File: src/rtl/gpio_pkg.sv
// Shared definitions for the APB GPIO controller: register offsets and address decode.
package gpio_pkg;
  localparam int GPIO_MAX_WIDTH = 32;

  localparam logic [7:0] OFS_DIR        = 8'h00;
  localparam logic [7:0] OFS_OUT        = 8'h04;
  localparam logic [7:0] OFS_IN         = 8'h08;
  localparam logic [7:0] OFS_IRQ_EN     = 8'h0C;
  localparam logic [7:0] OFS_IRQ_RISE   = 8'h10;
  localparam logic [7:0] OFS_IRQ_FALL   = 8'h14;
  localparam logic [7:0] OFS_IRQ_STATUS = 8'h18;
  localparam logic [7:0] OFS_OUT_SET    = 8'h1C;
  localparam logic [7:0] OFS_OUT_CLR    = 8'h20;

  typedef enum logic [3:0] {
    DEC_DIR, DEC_OUT, DEC_IN, DEC_IRQ_EN, DEC_IRQ_RISE, DEC_IRQ_FALL,
    DEC_IRQ_STATUS, DEC_OUT_SET, DEC_OUT_CLR, DEC_NONE
  } gpio_dec_e;

  // Word-aligned decode; the two byte-lane bits never select a register.
  function automatic gpio_dec_e gpio_decode(input logic [7:0] addr);
    gpio_dec_e d;
    case ({addr[7:2], 2'b00})
      OFS_DIR:        d = DEC_DIR;
      OFS_OUT:        d = DEC_OUT;
      OFS_IN:         d = DEC_IN;
      OFS_IRQ_EN:     d = DEC_IRQ_EN;
      OFS_IRQ_RISE:   d = DEC_IRQ_RISE;
      OFS_IRQ_FALL:   d = DEC_IRQ_FALL;
      OFS_IRQ_STATUS: d = DEC_IRQ_STATUS;
      OFS_OUT_SET:    d = DEC_OUT_SET;
      OFS_OUT_CLR:    d = DEC_OUT_CLR;
      default:        d = DEC_NONE;
    endcase
    return d;
  endfunction
endpackage

File: src/rtl/gpio_sync_edge.sv
// Pad input synchroniser with edge detection, gated by a post-reset arming counter.
module gpio_sync_edge #(
  parameter int WIDTH       = 16,
  parameter int SYNC_STAGES = 2
) (
  input  logic             pclk,
  input  logic             n_p_reset,
  input  logic [WIDTH-1:0] pin_in,
  output logic [WIDTH-1:0] sync_out,
  output logic [WIDTH-1:0] rise_evt,
  output logic [WIDTH-1:0] fall_evt
);
  localparam int ARM_CNT = SYNC_STAGES + 1;
  localparam int CW      = $clog2(ARM_CNT + 1);

  logic [SYNC_STAGES-1:0][WIDTH-1:0] sync_q;
  logic [WIDTH-1:0]                  prev_q;
  logic [CW-1:0]                     arm_cnt;
  logic                              armed;

  assign armed    = (arm_cnt == CW'(ARM_CNT));
  assign sync_out = sync_q[SYNC_STAGES-1];

  always_ff @(posedge pclk or negedge n_p_reset) begin
    if (!n_p_reset) begin
      sync_q  <= '0;
      prev_q  <= '0;
      arm_cnt <= '0;
    end else begin
      sync_q <= {sync_q[SYNC_STAGES-2:0], pin_in};
      prev_q <= sync_out;
      if (!armed) arm_cnt <= arm_cnt + 1'b1;
    end
  end

  // Masked until the chain has flushed its reset zeros, so a pin held high is not a rise.
  assign rise_evt = {WIDTH{armed}} &  sync_out & ~prev_q;
  assign fall_evt = {WIDTH{armed}} & ~sync_out &  prev_q;
endmodule

File: src/rtl/gpio_ctrl_v2.sv
// APB-programmable GPIO: direction/output registers, synchronised inputs, edge interrupts.
module gpio_ctrl_v2
  import gpio_pkg::*;
#(
  parameter int GPIO_DATA_WIDTH = 16,
  parameter int SYNC_STAGES     = 2
) (
  input  logic                       pclk,
  input  logic                       n_p_reset,
  input  logic                       psel,
  input  logic                       penable,
  input  logic                       pwrite,
  input  logic [7:0]                 paddr,
  input  logic [31:0]                pwdata,
  output logic [31:0]                prdata,
  output logic                       pready,
  output logic                       pslverr,
  output logic [GPIO_DATA_WIDTH-1:0] n_gpio_pin_oe,
  output logic [GPIO_DATA_WIDTH-1:0] gpio_pin_out,
  input  logic [GPIO_DATA_WIDTH-1:0] gpio_pin_in,
  output logic                       gpio_irq
);
  localparam int W = GPIO_DATA_WIDTH;

  gpio_dec_e      dec;
  logic           wr_en;
  logic [W-1:0]   wd, rd_w, w1c, evt;
  logic [W-1:0]   dir_q, out_q, irq_en_q, rise_q, fall_q, status_q;
  logic [W-1:0]   sync_in, rise_evt, fall_evt;
  logic           irq_q;
  logic           unused_ok;

  assign dec       = gpio_decode(paddr);
  assign wr_en     = psel & penable & pwrite & (dec != DEC_NONE);
  assign wd        = pwdata[W-1:0];
  assign unused_ok = ^{paddr[1:0], pwdata};

  gpio_sync_edge #(.WIDTH(W), .SYNC_STAGES(SYNC_STAGES)) u_sync_edge (
    .pclk      (pclk),
    .n_p_reset (n_p_reset),
    .pin_in    (gpio_pin_in),
    .sync_out  (sync_in),
    .rise_evt  (rise_evt),
    .fall_evt  (fall_evt)
  );

  assign evt = (rise_evt & rise_q) | (fall_evt & fall_q);
  assign w1c = (wr_en && dec == DEC_IRQ_STATUS) ? wd : '0;

  always_ff @(posedge pclk or negedge n_p_reset) begin
    if (!n_p_reset) begin
      dir_q    <= '0;
      out_q    <= '0;
      irq_en_q <= '0;
      rise_q   <= '0;
      fall_q   <= '0;
      status_q <= '0;
      irq_q    <= 1'b0;
    end else begin
      if (wr_en) begin
        case (dec)
          DEC_DIR:      dir_q    <= wd;
          DEC_OUT:      out_q    <= wd;
          DEC_IRQ_EN:   irq_en_q <= wd;
          DEC_IRQ_RISE: rise_q   <= wd;
          DEC_IRQ_FALL: fall_q   <= wd;
          DEC_OUT_SET:  out_q    <= out_q | wd;
          DEC_OUT_CLR:  out_q    <= out_q & ~wd;
          default: ;
        endcase
      end
      // New events are OR'd in after the clear so a coincident event survives the W1C.
      status_q <= (status_q & ~w1c) | evt;
      irq_q    <= |(status_q & irq_en_q);
    end
  end

  always_comb begin
    rd_w = '0;
    case (dec)
      DEC_DIR:        rd_w = dir_q;
      DEC_OUT:        rd_w = out_q;
      DEC_IN:         rd_w = sync_in;
      DEC_IRQ_EN:     rd_w = irq_en_q;
      DEC_IRQ_RISE:   rd_w = rise_q;
      DEC_IRQ_FALL:   rd_w = fall_q;
      DEC_IRQ_STATUS: rd_w = status_q;
      default:        rd_w = '0;
    endcase
    prdata = '0;
    if (psel && !pwrite) prdata[W-1:0] = rd_w;
  end

  assign pready        = 1'b1;
  assign pslverr       = psel & penable & (dec == DEC_NONE);
  assign n_gpio_pin_oe = ~dir_q;
  assign gpio_pin_out  = out_q;
  assign gpio_irq      = irq_q;
endmodule

File: config.mk
export PLATFORM = sky130hd
export DESIGN_NAME = gpio_ctrl_v2
export DESIGN_NICKNAME = d
export VERILOG_FILES = /design/src/rtl/gpio_pkg.sv /design/src/rtl/gpio_sync_edge.sv /design/src/rtl/gpio_ctrl_v2.sv
export SDC_FILE = /design/constraint.sdc
export NUM_CORES = 1
export LEC_CHECK = 0
export CAP_MARGIN = 0
export CORE_ASPECT_RATIO = 0.5
export CORE_MARGIN = 2
export CORE_UTILIZATION = 35
export DETAILED_ROUTE_END_ITERATION = 6
export PLACE_DENSITY = 0.54
export SLEW_MARGIN = 20
export SYNTH_ARGS = -nofsm -noshare
export SYNTH_HDL_FRONTEND = slang
export SYNTH_SLANG_ARGS = --single-unit
File: constraint.sdc
create_clock -name pclk -period 3.6 [get_ports pclk]
set_input_delay 0.54 -clock pclk [delete_from_list [all_inputs] [get_ports pclk]]
set_output_delay 0.54 -clock pclk [all_outputs]
set_load 0.005 [all_outputs]
Yosys cells after proc, flatten, opt, wreduce, memory -nomap -nowiden
Cells that the tools add are included.
Storage, ports and cells
  bits in registers: 147
  input bits: 61
  output and inout port bits: 67
  word-level logic and storage cells: 69
Cells by class
  add/subtract/negate cells: 1
  equality and inequality tests: 19
  muxes and demuxes: 5
  bitwise gates (word level): 21
  reduce and logical (&&, ||, !) cells: 12
Operators by type and width (count)
  bitwise AND 16 bit: 9
  one-hot mux 16 bit (7 select lines): 1
  inverter 16 bit: 5
  bitwise OR 16 bit: 3
  one-hot mux 16 bit (3 select lines): 1
  one-hot mux 4 bit (9 select lines): 1
  2-to-1 mux 16 bit: 2
  equality test 6 x 3 -> 1 bit, second input constant: 4
  equality test 4 x 3 -> 1 bit, second input constant: 4
  OR reduction 16 bit: 1
  equality test 6 x 2 -> 1 bit, second input constant: 2
  AND reduction 2 bit: 5
  equality test 4 x 2 -> 1 bit, second input constant: 2
  equality test 4 bit, second input constant: 2
  equality test 6 x 1 -> 1 bit, second input constant: 1
  equality test 6 x 4 -> 1 bit, second input constant: 1
  logical NOT 6 bit: 1
  bitwise AND 1 bit: 4
  equality test 4 x 1 -> 1 bit, second input constant: 1
  logical NOT 4 bit: 1
  != test 4 bit, second input constant: 1
  nonzero test 3 bit: 1
  adder 2 x 1 -> 2 bit, second input constant: 1
  equality test 2 bit, second input constant: 1
  2 further kinds: 3

Logic depth before layout (Yosys ltp)
  word-level depth: 9
  depth in mapped cells: 7
  gate-level depth less buffers: 4

Cells and area by module
Synthesis repeated with hierarchy kept, for this count alone.
Second synthesis, totals
  cells, all modules: 577
  area total of the unflattened synthesis: 7104.3 um2
By module, submodules not included
  gpio_ctrl_v2: instances 1, cells an instance 473, area an instance 5382.7 um2, seq. area each 2427.3 um2
  gpio_sync_edge: instances 1, cells an instance 104, area an instance 1721.7 um2, seq. area each 1251.2 um2

Worst setup path after synthesis
Ideal clock, no wire load.
  kind: input-to-output
  from: input paddr[3]
  to: output prdata[10]
  data arrival time: 1.899 ns
  required time: 3.060 ns
  path slack: 1.161 ns
  stages on the path: 6
  path buffers: 3
  cells stage by stage: buf_2 > buf_2 > buf_2 > mux4_2 > a22oi_1 > nor2_1
Between the ends
  longest elaborated chain between the ends: 5
  elaborated cells between the ends (all ways): 19
  those cells by class: eq/ne (14); mux (3); reduce/logical (2)
RTL lines
  from (decl): RTL line gpio_ctrl_v2.sv:13  | input logic [7:0] paddr,
  equality test 6 x 4 -> 1 bit, or another cell as far along: RTL line gpio_pkg.sv:23  | case ({addr[7:2], 2'b00})
  one-hot mux 4 bit (9 select lines) (*): RTL line gpio_pkg.sv:23
  equality test 4 x 3 -> 1 bit, or another cell as far along: RTL line gpio_ctrl_v2.sv:80  | case (dec)
  one-hot mux 16 bit (7 select lines) (*): RTL line gpio_ctrl_v2.sv:80
  2-to-1 mux 16 bit (*): RTL line gpio_ctrl_v2.sv:91  | if (psel && !pwrite) prdata[W-1:0] = rd_w;
  to (decl): RTL line gpio_ctrl_v2.sv:15  | output logic [31:0] prdata,
Mark *: on every way between the ends. The rest lies on a longest branch, timed or not.

Worst setup path in the final report
  from: input paddr[2]
  to: output prdata[6]
The elaborated chain is that of the path after synthesis.

==> impl_metrics.toml <==
[global_routing]
grt.total_usage_pct = 19.4
antenna_violations_before_repair = 0
grt.overflow.total = 0
wire_length_of_the_first_global_routing_pass_um = 29000
maximum_number_of_pins_on_one_net_before_global_route_repair = 66
via_count_of_the_first_global_routing_pass = 4923

[drt]
initialDrtViolationCount = 265
detail_route.wirelength_um = 18200
firstDrtPassIters = 4
routed_via_density = 5.23
wire_per_inst_um = 19.8
antenna_violating_nets_post_route = 0
detailroute.via_count = 4814
detail_route.drc_violations = 0

[floorplanning]
placementRows = 35
placeableCoreArea_mm2 = 0.0186
die-width_um = 199
io_pins = 128
floorplan.initialDensity_pct = 36.0
die_y_um = 102
total_die_area_mm2 = 0.0203

[clock_tree]
ctsRootBufferMaster = "sky130_fd_sc_hd__clkbuf_16"
clk-insertion-delay-late_ps = 430
clkSlewWorstSetupHoldPaths_ps = 60
ctsLongestPathBuffers = 2
htree_num_levels = 4
cts-buffers-inserted = 17
cts.repair_timing.setup_buffer_count = 0
hold_buffers = 0
cts_tree = "yes"
cts_resized = 0
clkSinkCount = 147

[sta]
slew-limit-headroom_pct = 36.2
holdWs_ps = 115
slew_violations = 0
fin_crit_sh_pct = 90.5
timing_worst_slew_pin_value_ps = 957
final.setup.tns_ps = 0
rsz0062_at_grt = "false"
period_needed_ps = 3260
setup_viol = 0
timing.fmax_ghz = 0.307
timing.clock.skew_ps = 12.1
hold_viol = 0

[synthesis]
postSynthCellCount = 540
count_of_flip_flops_with_a_built_in_enable_after_synthesis = 0
ys_async_sr_fraction_pct = 100
synth.ff_latch_count = 147
netlist.top_cell.by_area = "sky130_fd_sc_hd__dfrtp_1"
netlist_top_cells_area = "sky130_fd_sc_hd__dfrtp_1 55%, sky130_fd_sc_hd__mux2_2 8.3%, sky130_fd_sc_hd__mux4_2 5.4%"
synth_cell_types = 41
synth_ff_type = "sky130_fd_sc_hd__dfrtp_1"
post_synth_most_frequent_cells = "147 x sky130_fd_sc_hd__dfrtp_1, 49 x sky130_fd_sc_hd__mux2_2, 48 x sky130_fd_sc_hd__inv_1, 35 x sky130_fd_sc_hd__nand2_1, 32 x sky130_fd_sc_hd__mux2i_1"
yosysWarningCount = 0
yosysTopAreaCellShare_pct = 55.0
yosysMostFrequentCell = "sky130_fd_sc_hd__dfrtp_1"
synth_sequential_area_ratio_pct = 55.0
syn_area_mm2 = 0.00668
synth_area_per_cell_um2 = 12.4

[critical_path]
crit_path_start = "paddr[2]"
timing.critical_path.to_type = "primary output"
critPathLaunchType = "primary input"
cp.arrival_ps = 2720
critical_path_required_ps = 3060
crit_path_max_fanout = 26
setup.worst_path.class = "primary input to primary output"
timing.rr.start = "u_sync_edge.arm_cnt[0]$_DFFE_PN0P_"

[pwr]
irDropWorstVdd_mv = 0.351
cellPowerDensity_mw_per_mm2 = 507
static-leakage-power_uw = 0.00388

[final_layout]
antenna-diode-count = 0
post_route_cells_drive_above_1_share_pct = 20.1
finalNetCount = 710
final-instance-count-excl-fill = 920
area_growth_pct = 28.7
fillers = 1726

[placed_design]
port-buffer-count = 92
gp_congestion = 0.829
detailed_place_hpwl_um = 12200
post-place-cells = 888

[outcome]
status = "finished, final reports clean"

[hold_path]
hold_path_class = "primary input to asynchronous set/reset pin"

[flow_run]
cap_violations = 0
==> flip-flops by register name, indices dropped and copies added, names as in the netlist <==
| name | cells |
|---|---|
| dir_q | 16 |
| fall_q | 16 |
| gpio_irq | 1 |
| gpio_pin_out | 16 |
| irq_en_q | 16 |
| rise_q | 16 |
| status_q | 16 |
| u_sync_edge.arm_cnt | 2 |
| u_sync_edge.prev_q | 16 |
| u_sync_edge.sync_out | 16 |
| u_sync_edge.sync_q | 16 |
==> stage by stage <==
stage / setup WS, ps / util, % / cell area [um^2] / total power, uW
6_report: 342 / 46.3 / 8600 / 4360
5_1_grt: 214 / 46.3 / 8600 / 4560
4_1_cts: 337 / 46.3 / 8600 / 4410
3_5_place_dp: 341 / 42.9 / 7970 / 2520
3_3_place_gp: 349 / 42.9 / 7970 / 2510
2_1_floorplan: 1160 / - / 6740 / 2230
==> layout make-up <==
| cell class | instances | area [um^2] | share of cell area [%] |
|---|---|---|---|
| Sequential cell | 147 | 3680 | 42.8 |
| Multi-Input combinational cell | 315 | 2620 | 30.5 |
| Timing Repair Buffer | 119 | 1170 | 13.6 |
| Clock buffer | 19 | 453 | 5.27 |
| Tap cell | 259 | 324 | 3.77 |
| Inverter | 48 | 180 | 2.10 |
| Clock inverter | 13 | 175 | 2.04 |
==> cell usage in the layout, fill, tap and decap left out, types with 2 or more instances in the layout <==
master                            instances
sky130_fd_sc_hd__dfrtp_1                147
sky130_fd_sc_hd__clkdlybuf4s50_1         90
sky130_fd_sc_hd__mux2_2                  49
sky130_fd_sc_hd__inv_1                   48
sky130_fd_sc_hd__nand2_1                 35
sky130_fd_sc_hd__mux2i_1                 32
sky130_fd_sc_hd__buf_4                   23
sky130_fd_sc_hd__nor2_1                  20
sky130_fd_sc_hd__a22o_1                  20
sky130_fd_sc_hd__nand4_1                 17
sky130_fd_sc_hd__conb_1                  17
sky130_fd_sc_hd__clkbuf_16               17
sky130_fd_sc_hd__mux4_2                  16
sky130_fd_sc_hd__o2bb2ai_1               16
sky130_fd_sc_hd__a22oi_1                 16
sky130_fd_sc_hd__nand3b_1                16
sky130_fd_sc_hd__o21ai_0                 16
sky130_fd_sc_hd__o221ai_1                16
sky130_fd_sc_hd__clkinv_4                 6
sky130_fd_sc_hd__a221oi_1                 4
sky130_fd_sc_hd__buf_12                   4
sky130_fd_sc_hd__nand3_1                  3
sky130_fd_sc_hd__bufinv_16                3
sky130_fd_sc_hd__nor4_2                   2
sky130_fd_sc_hd__nand2b_1                 2
sky130_fd_sc_hd__and2_1                   2
sky130_fd_sc_hd__inv_6                    2
sky130_fd_sc_hd__clkbuf_8                 2
sky130_fd_sc_hd__clkinvlp_4               2
==> power by group <==
part | switching [uW] | internal [uW] | leakage [uW]
clock | 738 | 1140 | 0.000300
sequential | 159 | 1820 | 0.00174
combinational | 214 | 296 | 0.00183
==> kinds of logic after synthesis <==
logic type / synth area share [%]
buffers and inverters: 6.61
other: 0.112
multiplexers: 18.4
AO/OA/AOI/OAI: 10.8
XOR/XNOR: 0.262
AND/OR/NAND/NOR: 8.58
adder cells (fa/ha/maj): 0.187
flip-flops: 55.0
==> layer usage <==
layer	routed length [um]	vias up	track usage (%)
li1	-	2147	-
met4	318	0	6.55
met1	8990	2515	28.0
met3	888	24	3.96
met2	7990	128	29.3
met5	0	-	0
==> critical path: stages <==
cell and delay [ps]:
sky130_fd_sc_hd__clkdlybuf4s50_1 520, sky130_fd_sc_hd__buf_12 230, sky130_fd_sc_hd__nand3_1 80, sky130_fd_sc_hd__nand3_1 340, sky130_fd_sc_hd__buf_4 330, sky130_fd_sc_hd__nor2_1 140
sky130_fd_sc_hd__clkdlybuf4s50_1 520
==> worst paths after layout <==
path / to / slack, ps / depth (start not counted)
worst max register to register: u_sync_edge.arm_cnt[1]$_DFFE_PN0P_ / 1900 / 2
worst min register to register: u_sync_edge.sync_out[6]$_DFF_PN0_ / 350 / 0
max in group asynchronous: status_q[4]$_DFF_PN0_ / 2690 / 2
worst min-delay path: dir_q[15]$_DFFE_PN0P_ / 110 / 1
min in group pclk: u_sync_edge.sync_out[6]$_DFF_PN0_ / 350 / 0
worst max-delay path: prdata[6] / 340 / 7
No activity file was read; power rests on OpenSTA's default activity.
